<file path="src/rtl/hdp_spi_responder_if.sv">
// SPI pin bundle between an HDP SPI master and the register responder.
// Latency: none (wires only).
// Backpressure: none; SPI has no flow control, the master owns SCLK/CS timing.
// Signals: SCLK, CS (active low), MOSI driven by master; MISO, miso_oe driven by responder.
interface hdp_spi_responder_if;
    logic SCLK;
    logic CS;
    logic MOSI;
    logic MISO;
    logic miso_oe;

    modport master (output SCLK, output CS, output MOSI, input MISO, input miso_oe);
    modport slave  (input SCLK, input CS, input MOSI, output MISO, output miso_oe);
endinterface

</file>
<file path="src/rtl/hdp_spi_responder.sv">
// SPI mode-0 register responder: 16-bit frames {RW, addr[6:0], data[7:0]}, MSB first, 8-bit register file.
// Latency: SPI pin edge to internal action is SYNC_STAGES+1 i_clock cycles; commit on synchronised CS rise.
// Backpressure: none; fabric writes always accepted (SPI write wins on same-address collision).
// Ports: i_clock/i_reset (async, active high); spi (slave modport: SCLK, CS, MOSI, MISO, miso_oe);
//        i_fab_we/i_fab_addr/i_fab_data fabric write port; o_busy; o_wr_strobe/o_rd_strobe/o_frame_err
//        one-cycle pulses; o_addr/o_wr_data last committed frame; o_regs flattened register file.
module hdp_spi_responder #(
    parameter int WORD_WIDTH  = 8,
    parameter int NUM_REGS    = 16,
    parameter int SYNC_STAGES = 2
) (
    input  logic                           i_clock,
    input  logic                           i_reset,
    hdp_spi_responder_if.slave             spi,
    input  logic                           i_fab_we,
    input  logic [6:0]                     i_fab_addr,
    input  logic [WORD_WIDTH-1:0]          i_fab_data,
    output logic                           o_busy,
    output logic                           o_wr_strobe,
    output logic                           o_rd_strobe,
    output logic [6:0]                     o_addr,
    output logic [WORD_WIDTH-1:0]          o_wr_data,
    output logic                           o_frame_err,
    output logic [WORD_WIDTH*NUM_REGS-1:0] o_regs
);
    localparam int         IW         = (NUM_REGS > 1) ? $clog2(NUM_REGS) : 1;
    localparam logic [4:0] CNT_HDR_M1 = 5'(WORD_WIDTH - 1);
    localparam logic [4:0] CNT_HDR    = 5'(WORD_WIDTH);
    localparam logic [4:0] CNT_FRM    = 5'(2 * WORD_WIDTH);

    typedef enum logic [1:0] {S_IDLE, S_ADDR, S_DATA, S_DONE} state_t;

    function automatic logic in_range(input logic [6:0] a);
        return int'(a) < NUM_REGS;
    endfunction

    logic [SYNC_STAGES-1:0] sclk_sync_q, cs_sync_q, mosi_sync_q;
    logic                   sclk_prev_q, cs_prev_q;
    logic                   sclk_s, cs_s, mosi_s;
    logic                   sclk_rise, sclk_fall, cs_rise, cs_fall, active, commit;
    state_t                 state_q, state_d;
    logic [4:0]             cnt_q;
    logic [WORD_WIDTH-1:0]  rx_q, tx_q, hdr;
    logic                   miso_q, rw_q;
    logic [6:0]             addr_q, hdr_addr;
    logic [WORD_WIDTH-1:0]  regs_q [NUM_REGS];
    logic                   spi_we, fab_ok;

    assign sclk_s    = sclk_sync_q[SYNC_STAGES-1];
    assign cs_s      = cs_sync_q[SYNC_STAGES-1];
    assign mosi_s    = mosi_sync_q[SYNC_STAGES-1];
    assign sclk_rise = sclk_s & ~sclk_prev_q;
    assign sclk_fall = ~sclk_s & sclk_prev_q;
    assign cs_rise   = cs_s & ~cs_prev_q;
    assign cs_fall   = ~cs_s & cs_prev_q;
    // SCLK is only honoured inside a frame we saw start; this also drops a frame
    // that was already running when reset released.
    assign active    = (state_q != S_IDLE) && !cs_s;
    // A CS rise while IDLE has no frame behind it (e.g. right after reset) and is ignored.
    assign commit    = cs_rise && (state_q != S_IDLE);

    // Header byte as it will stand after the current rising edge.
    assign hdr      = {rx_q[WORD_WIDTH-2:0], mosi_s};
    assign hdr_addr = hdr[6:0];

    assign spi_we = commit && (cnt_q == CNT_FRM) && !rw_q && in_range(addr_q);
    assign fab_ok = i_fab_we && in_range(i_fab_addr);

    assign spi.MISO    = miso_q;
    assign spi.miso_oe = (state_q != S_IDLE);
    assign o_busy      = (state_q != S_IDLE);

    for (genvar n = 0; n < NUM_REGS; n++) begin : g_regs
        assign o_regs[n*WORD_WIDTH +: WORD_WIDTH] = regs_q[n];
    end

    always_ff @(posedge i_clock or posedge i_reset) begin
        if (i_reset) begin
            state_q <= S_IDLE;
        end else begin
            state_q <= state_d;
        end
    end

    always_comb begin
        state_d = state_q;
        case (state_q)
            S_IDLE: if (cs_fall) state_d = S_ADDR;
            S_ADDR: if (active && sclk_rise && cnt_q == CNT_HDR_M1) state_d = S_DATA;
            S_DATA: if (active && sclk_rise && cnt_q == CNT_FRM - 5'd1) state_d = S_DONE;
            S_DONE: state_d = S_DONE;
            default: state_d = S_IDLE;
        endcase
        if (commit) state_d = S_IDLE;
    end

    always_ff @(posedge i_clock or posedge i_reset) begin
        if (i_reset) begin
            sclk_sync_q <= '0;
            cs_sync_q   <= '0;
            mosi_sync_q <= '0;
            sclk_prev_q <= 1'b0;
            cs_prev_q   <= 1'b0;
            cnt_q       <= '0;
            rx_q        <= '0;
            tx_q        <= '0;
            miso_q      <= 1'b0;
            rw_q        <= 1'b0;
            addr_q      <= '0;
            o_wr_strobe <= 1'b0;
            o_rd_strobe <= 1'b0;
            o_frame_err <= 1'b0;
            o_addr      <= '0;
            o_wr_data   <= '0;
            for (int i = 0; i < NUM_REGS; i++) regs_q[i] <= '0;
        end else begin
            sclk_sync_q[0] <= spi.SCLK;
            cs_sync_q[0]   <= spi.CS;
            mosi_sync_q[0] <= spi.MOSI;
            for (int i = 1; i < SYNC_STAGES; i++) begin
                sclk_sync_q[i] <= sclk_sync_q[i-1];
                cs_sync_q[i]   <= cs_sync_q[i-1];
                mosi_sync_q[i] <= mosi_sync_q[i-1];
            end
            sclk_prev_q <= sclk_s;
            cs_prev_q   <= cs_s;

            o_wr_strobe <= 1'b0;
            o_rd_strobe <= 1'b0;
            o_frame_err <= 1'b0;

            if (cs_fall || cs_rise) begin
                cnt_q  <= '0;
                rx_q   <= '0;
                tx_q   <= '0;
                miso_q <= 1'b0;
            end else if (active) begin
                if (sclk_rise) begin
                    rx_q  <= hdr;
                    cnt_q <= (cnt_q == 5'd31) ? cnt_q : cnt_q + 5'd1;
                    if (cnt_q == CNT_HDR_M1) begin
                        rw_q   <= hdr[WORD_WIDTH-1];
                        addr_q <= hdr_addr;
                        // Snapshot: later fabric writes cannot disturb the bits in flight.
                        tx_q   <= (hdr[WORD_WIDTH-1] && in_range(hdr_addr))
                                  ? regs_q[hdr_addr[IW-1:0]] : '0;
                    end
                end
                if (sclk_fall) begin
                    // Falls 8..15 present the read byte so the master samples it on rises 9..16.
                    if (cnt_q >= CNT_HDR && cnt_q < CNT_FRM) begin
                        miso_q <= tx_q[WORD_WIDTH-1];
                        tx_q   <= {tx_q[WORD_WIDTH-2:0], 1'b0};
                    end else begin
                        miso_q <= 1'b0;
                    end
                end
            end

            if (commit) begin
                if (cnt_q == CNT_FRM) begin
                    o_addr <= addr_q;
                    if (rw_q) begin
                        o_rd_strobe <= 1'b1;
                    end else begin
                        o_wr_data   <= rx_q;
                        o_wr_strobe <= 1'b1;
                    end
                end else begin
                    o_frame_err <= 1'b1;
                end
            end

            // SPI write is ordered last so it wins a same-address collision.
            if (fab_ok) regs_q[i_fab_addr[IW-1:0]] <= i_fab_data;
            if (spi_we) regs_q[addr_q[IW-1:0]]     <= rx_q;
        end
    end
endmodule
</file>
<file path="src/flat_wrapper.sv">
// flat-port wrapper written by rule: the top's interface ports become plain ports
module hdp_spi_responder_flat 
#(
    parameter int WORD_WIDTH  = 8,
    parameter int NUM_REGS    = 16,
    parameter int SYNC_STAGES = 2
)
  (i_clock, i_reset, i_fab_we, i_fab_addr, i_fab_data, o_busy, o_wr_strobe, o_rd_strobe, o_addr, o_wr_data, o_frame_err, o_regs, spi_SCLK, spi_CS, spi_MOSI, spi_MISO, spi_miso_oe);
  hdp_spi_responder_if spi_i ();
  input  logic i_clock;
  input  logic i_reset;
  input  logic i_fab_we;
  input  logic [6:0] i_fab_addr;
  input  logic [WORD_WIDTH-1:0] i_fab_data;
  output logic o_busy;
  output logic o_wr_strobe;
  output logic o_rd_strobe;
  output logic [6:0] o_addr;
  output logic [WORD_WIDTH-1:0] o_wr_data;
  output logic o_frame_err;
  output logic [WORD_WIDTH*NUM_REGS-1:0] o_regs;
  input wire logic [$bits(spi_i.SCLK)-1:0] spi_SCLK;
  input wire logic [$bits(spi_i.CS)-1:0] spi_CS;
  input wire logic [$bits(spi_i.MOSI)-1:0] spi_MOSI;
  output wire logic [$bits(spi_i.MISO)-1:0] spi_MISO;
  output wire logic [$bits(spi_i.miso_oe)-1:0] spi_miso_oe;
  assign spi_i.SCLK = spi_SCLK;
  assign spi_i.CS = spi_CS;
  assign spi_i.MOSI = spi_MOSI;
  assign spi_MISO = spi_i.MISO;
  assign spi_miso_oe = spi_i.miso_oe;
  hdp_spi_responder #(.WORD_WIDTH(WORD_WIDTH), .NUM_REGS(NUM_REGS), .SYNC_STAGES(SYNC_STAGES)) u_core (.i_clock(i_clock), .i_reset(i_reset), .spi(spi_i), .i_fab_we(i_fab_we), .i_fab_addr(i_fab_addr), .i_fab_data(i_fab_data), .o_busy(o_busy), .o_wr_strobe(o_wr_strobe), .o_rd_strobe(o_rd_strobe), .o_addr(o_addr), .o_wr_data(o_wr_data), .o_frame_err(o_frame_err), .o_regs(o_regs));
endmodule
</file>
<file path="config.mk">
export PLATFORM = sky130hd
export DESIGN_NAME = hdp_spi_responder_flat
export DESIGN_NICKNAME = d
export VERILOG_FILES = /design/src/rtl/hdp_spi_responder_if.sv /design/src/rtl/hdp_spi_responder.sv /design/src/flat_wrapper.sv
export SDC_FILE = /design/constraint.sdc
export NUM_CORES = 1
export LEC_CHECK = 0
export BUFFER_PORTS_ARGS = -buffer_cell sky130_fd_sc_hd__buf_4
export CORE_MARGIN = 5
export CORE_UTILIZATION = 58
export CTS_BUF_LIST = sky130_fd_sc_hd__clkbuf_2
export CTS_CLUSTER_SIZE = 10
export DETAILED_ROUTE_END_ITERATION = 16
export PLACE_DENSITY_LB_ADDON = 0.15
export SKIP_CTS_REPAIR_TIMING = 1
export SYNTH_ARGS = -nofsm -noshare
export SYNTH_HDL_FRONTEND = slang
export SYNTH_SLANG_ARGS = --single-unit
</file>
<file path="constraint.sdc">
create_clock -name i_clock -period 15.6 [get_ports i_clock]
set_clock_uncertainty 0.15 [all_clocks]
set_input_delay 3.9 -clock i_clock [delete_from_list [all_inputs] [get_ports i_clock]]
set_output_delay 3.9 -clock i_clock [all_outputs]
set_load 0.005 [all_outputs]
</file>
# Word-level counts from Yosys, hierarchy flattened
# Cells that the tools add are included.
totals:
  out_inout_bits: 149
  regBits: 186
op_classes:
  magnitude_cmp: 10
  n_mux: 42
  addsub: 1
  eq_ne: 11
  n_reduce_logical: 28
  n_bitwise: 13
op_table:
  columns: ["operator", "count"]
  rows:
  - ["$bwmux W128", 2]
  - ["$mux W128", 2]
  - ["$mux W8", 14]
  - ["$demux W8 S4", 2]
  - ["$bmux W8 S4", 1]
  - ["$lt A7 B5 Y1 const B", 3]
  - ["$mux W5", 4]
  - ["$ge A5 B5 Y1 const B", 3]
  - ["$not A4 Y5", 3]
  - ["$logic_and A1 B1 Y1", 13]
  - ["$mux W1", 12]
  - ["$eq A5 B5 Y1 const B", 2]
  - ["$lt A5 B1 Y1 const B", 2]
  - ["$ne A3 B1 Y1 const B", 3]
  - ["$reduce_and A3 Y1", 3]
  - ["$mux W2", 4]
  - ["$pmux W2 S4", 1]
  - ["$reduce_bool A2 Y1", 4]
  - ["$not A1 Y1", 6]
  - ["$reduce_and A2 Y1", 3]
  - ["$add A5 B1 Y5 const B", 1]
  - ["$eq A5 B3 Y1 const B", 1]
  - ["$eq A5 B4 Y1 const B", 1]
  - ["$ge A5 B4 Y1 const B", 1]
  - ["9 further kinds", 14]

# Logic depth before layout (Yosys ltp)
depth:
  ltp_word: 11
  ltp_mapped: 9
  depth_no_buf: 7

# Least setup slack after synthesis
# OpenSTA, ideal clock, no wires.
synth_timing:
  path_type: "input -> register"
  start: "in i_fab_addr[4]"
  end: "reg u_core.regs_q, in the netlist u_core.o_regs[100]"
  path_stages: 5
  setup_ns: 0.137
  arrival_time_ns: 5.395
  path_slack_ns: 9.918
  t_required_ns: 15.313
  cell_sequence: "or4b_1 buf_6 nor4_4 mux2i_1 a21oi_1"
synth_between:
  elab_chain_cells: 5
synth_lines:
  columns: ["element", "line", "source"]
  rows:
  - ["start: declaration", "flat_wrapper.sv:13", "input logic [6:0] i_fab_addr;"]
  - ["$lt A7 B5 Y1 *", "hdp_spi_responder.sv:34", "return int'(a) < NUM_REGS;"]
  - ["$logic_and A1 B1 Y1 *", "hdp_spi_responder.sv:67", "assign fab_ok = i_fab_we && in_range(i_fab_addr);"]
  - ["$mux W128 *", "hdp_spi_responder.sv:175", "if (fab_ok) regs_q[i_fab_addr[IW-1:0]] <= i_fab_data;"]
  - ["$bwmux W128", "hdp_spi_responder.sv:176", "if (spi_we) regs_q[addr_q[IW-1:0]] <= rx_q;"]
  - ["$mux W128 *", "hdp_spi_responder.sv:176", null]
  - ["end signal: indexed assignment", "hdp_spi_responder.sv:175", null]
  - ["end signal: indexed assignment", "hdp_spi_responder.sv:176", null]
  - ["end: declaration", "hdp_spi_responder.sv:46", "logic [WORD_WIDTH-1:0] regs_q [NUM_REGS];"]
# Mark *: on every way between the ends. The rest lies on a longest branch, timed or not.
# A chain may end at the register's enable or synchronous reset.

# Final worst setup path
layout_timing:
  start: "reg u_core.state_q[0]"
  end: "out spi_miso_oe"
layout_between:
  elab_chain_cells: 1
layout_lines:
  columns: ["element", "line", "source"]
  rows:
  - ["start: declaration", "hdp_spi_responder.sv:41", "state_t state_q, state_d;"]
  - ["start signal: assignment", "hdp_spi_responder.sv:81", "state_q <= state_d;"]
  - ["$reduce_bool A2 Y1", "hdp_spi_responder.sv:70", "assign spi.miso_oe = (state_q != S_IDLE);"]
  - ["end: declaration", "flat_wrapper.sv:26", "output wire logic [$bits(spi_i.miso_oe)-1:0] spi_miso_oe;"]
# No other way between the ends.

==> key figures <==
Placed design
  • # port buffers: 169
  • Estimated wirelength of the detail-placed design: 19600 um
  • GPL Wtd Cong: 0.879

Synthesis
  • Post-Syn Area per Cell: 10.6 um^2
  • Syn nets: 930
  • Ys flop type: dfrtp_1
  • Synth top area share: 0.484
  • Post-synthesis cell area: 0.00961 mm^2
  • Post-synth EDFFs: 0
  • Synth Register Bits: 186
  • Seq/Total Area, Yosys: 0.484
  • Ys Warns: 0
  • Yosys cell types: 47
  • Asr flop ratio synth: 1.00
  • Synth area leaders: dfrtp_1 48%, mux2i_1 15%, mux4_2 7.0%, a21oi_1 6.8%, nor2_1 6.0%
  • Cell count after synthesis: 903
  • Area leader, netlist: dfrtp_1

Clock network
  • Clock Latency Late Sink: 770 ps
  • TritonCTS clock tree: built
  • H-tree depth: 4
  • Clock root cell: clkbuf_2
  • Clock-pin transition on the worst setup and hold timing paths: 270 ps
  • Clk buf depth: 2
  • Num CTS Buffers: 17
  • Clock sink count: 186

Timing
  • Final Slew Violations: 0
  • RSZ-0062 raised after global routing: false
  • Setup TNS: 0 ps
  • Final Cycle Share: 0.366
  • Final min period: 5720 ps
  • Worst-Margin Slew: 949 ps
  • Top achievable clock speed: 175 MHz
  • Max-Slew Margin vs Limit: 0.366
  • Final hold vios: 0
  • Final setup vio count: 0

Finish
  • Most frequent cells in the layout: 184 x dfrtp_1, 179 x buf_4, 153 x nor2_1
  • Most common cell after layout, fill and taps aside: dfrtp_1
  • Final Util: 0.685
  • FILL cells: 1322
  • Area grow syn2layout: 16.9%
  • Nets: 1062
  • Share of layout cells above drive strength 1: 0.264

Worst hold path
  • Hold/Removal Path Class: flip-flop to flip-flop

Pwr
  • Power Total: 981 uW
  • Leak Pwr: 5.31 nW
  • Power Dens Cells: 87.3 mW/mm^2
  • VDD IR-drop max: 0.0000941 V

Status
  • Status: completed

Detailed routing
  • Vias per Instance: 6.19
  • DRT iter0 DRCs: 831
  • Vias post-DR: 7849
  • Avg WL per Cell: 22.7 um
  • Routed wire length: 28800 um
  • DRT antenna net count: 0
  • DRC: 0
  • First-pass detailed-route iteration total: 8

Critical path
  • Worst setup path class: flip-flop to primary output
  • Reg2Reg Setup Slack: 12730 ps
  • CP Capture Type: primary output
  • CP Max Fanout: 5
  • Critical path data required time: 11550 ps
  • Critical Path AT: 1670 ps
  • Crit start category: flip-flop

Floorplanning
  • Starting Density: 0.586
  • Die Footprint: 0.0192 mm^2
  • Row cnt: 47
  • Die Y: 139 um
  • Core box area: 0.0164 mm^2
  • DIE WIDTH: 139 um
  • I/O Pins: 170

GRT
  • Initial antenna violation count: 1
  • Vias in the first global route: 7697
  • Global route overflow: 0
  • Pin count of the biggest net entering global routing: 74
  • First-pass GRT wire length: 45000 um
  • Tot GR Track Use: 0.298

Flow run
  • Max cap viols: 0
-- power by group --
| group | internal (mW) | switching (mW) | total (mW) |
|---|---|---|---|
| combinational | 0.0888 | 0.0751 | 0.164 |
| sequential | 0.517 | 0.0363 | 0.553 |
| clock | 0.0920 | 0.171 | 0.263 |
| total | 0.698 | 0.283 | 0.981 |
-- sequential cells by signal, summed over array words and instances (netlist names) --
signal,cells
u_core.rw_q,1
u_core.rx_q,8
u_core.state_q,2
u_core.o_frame_err,1
u_core.addr_q,7
u_core.spi.MISO,1
u_core.o_wr_data,8
u_core.o_wr_strobe,1
u_core.tx_q,8
u_core.o_regs,128
u_core.o_addr,7
u_core.cs_sync_q,2
u_core.sclk_sync_q,2
u_core.mosi_sync_q,2
u_core.cs_prev_q,1
u_core.o_rd_strobe,1
u_core.cnt_q,5
u_core.sclk_prev_q,1
-- layer usage --
metal,global-route usage,wire length (um)
met1,0.418,11600
met2,0.473,13900
met3,0.0783,2760
met4,0.0669,526
met5,0,0
-- worst max-delay path: stages (launching register included) --
cell	delay [ps]
dfrtp_1	500
nor2_1	200
inv_1	80
buf_4	140
-- cell usage after synthesis (3+ instances only) --
master / count
a21boi_0: 7
a21o_1: 7
a21oi_1: 130
and2_1: 6
buf_1: 7
buf_2: 6
clkbuf_1: 51
dfrtp_1: 186
ha_1: 6
inv_1: 12
mux2_2: 22
mux2i_1: 146
mux4_2: 30
nand2_1: 26
nand2b_1: 3
nand3_1: 24
nand4_1: 6
nor2_1: 153
nor2_2: 3
nor2b_1: 13
nor3_2: 4
o21ai_0: 8
o22ai_1: 14
xnor2_1: 3
-- stage by stage --
stage               setup slack, ps  cells  area [um^2]  hold slack [ps]
floorplan                      6490    903         9610              181
global placement               9560   1236        11000              182
detailed placement             9530   1236        11000              194
CTS                            9870   1268        11200              248
global route                   9740   1269        11200              268
finish                         9880   1269        11200              243
-- kinds of logic (layout without fill, tap and decap cells) --
family / count (synthesis) / count (layout) / share of synthesized area
AO/OA/AOI/OAI: 176 / 176 / 0.100
flip-flops: 186 / 186 / 0.484
multiplexers: 198 / 198 / 0.248
other: 0 / 1 / 0
AND/OR/NAND/NOR: 256 / 256 / 0.124
XOR/XNOR: 3 / 3 / 0.00273
buffers and inverters: 78 / 223 / 0.0324
adder cells (fa/ha/maj): 6 / 6 / 0.00781
-- worst paths after layout --
kind / startpoint / endpoint / cells past startpoint
max in group asynchronous: i_reset / u_core.rx_q[0] / 3
hold reg to reg: u_core.mosi_sync_q[0] / u_core.mosi_sync_q[1] / 0
min in group asynchronous: i_reset / u_core.o_addr[2] / 2
setup reg to reg: u_core.cs_sync_q[1] / u_core.o_regs[107] / 6
setup / recovery: u_core.state_q[0] / spi_miso_oe / 3
hold / removal: u_core.mosi_sync_q[0] / u_core.mosi_sync_q[1] / 0
-- layout make-up --
| class | instances | area (um^2) | share of cell area |
|---|---|---|---|
| inverter | 12 | 50.0 | 0.00445 |
| tap | 220 | 275 | 0.0245 |
| antenna | 1 | 2.50 | 0.000223 |
| clock buffer | 19 | 95.1 | 0.00846 |
| clock inverter | 13 | 170 | 0.0151 |
| multi-input combinational | 639 | 4640 | 0.413 |
| timing repair buffer | 179 | 1340 | 0.120 |
| sequential | 186 | 4660 | 0.414 |
No activity file was read; power rests on OpenSTA's default activity.
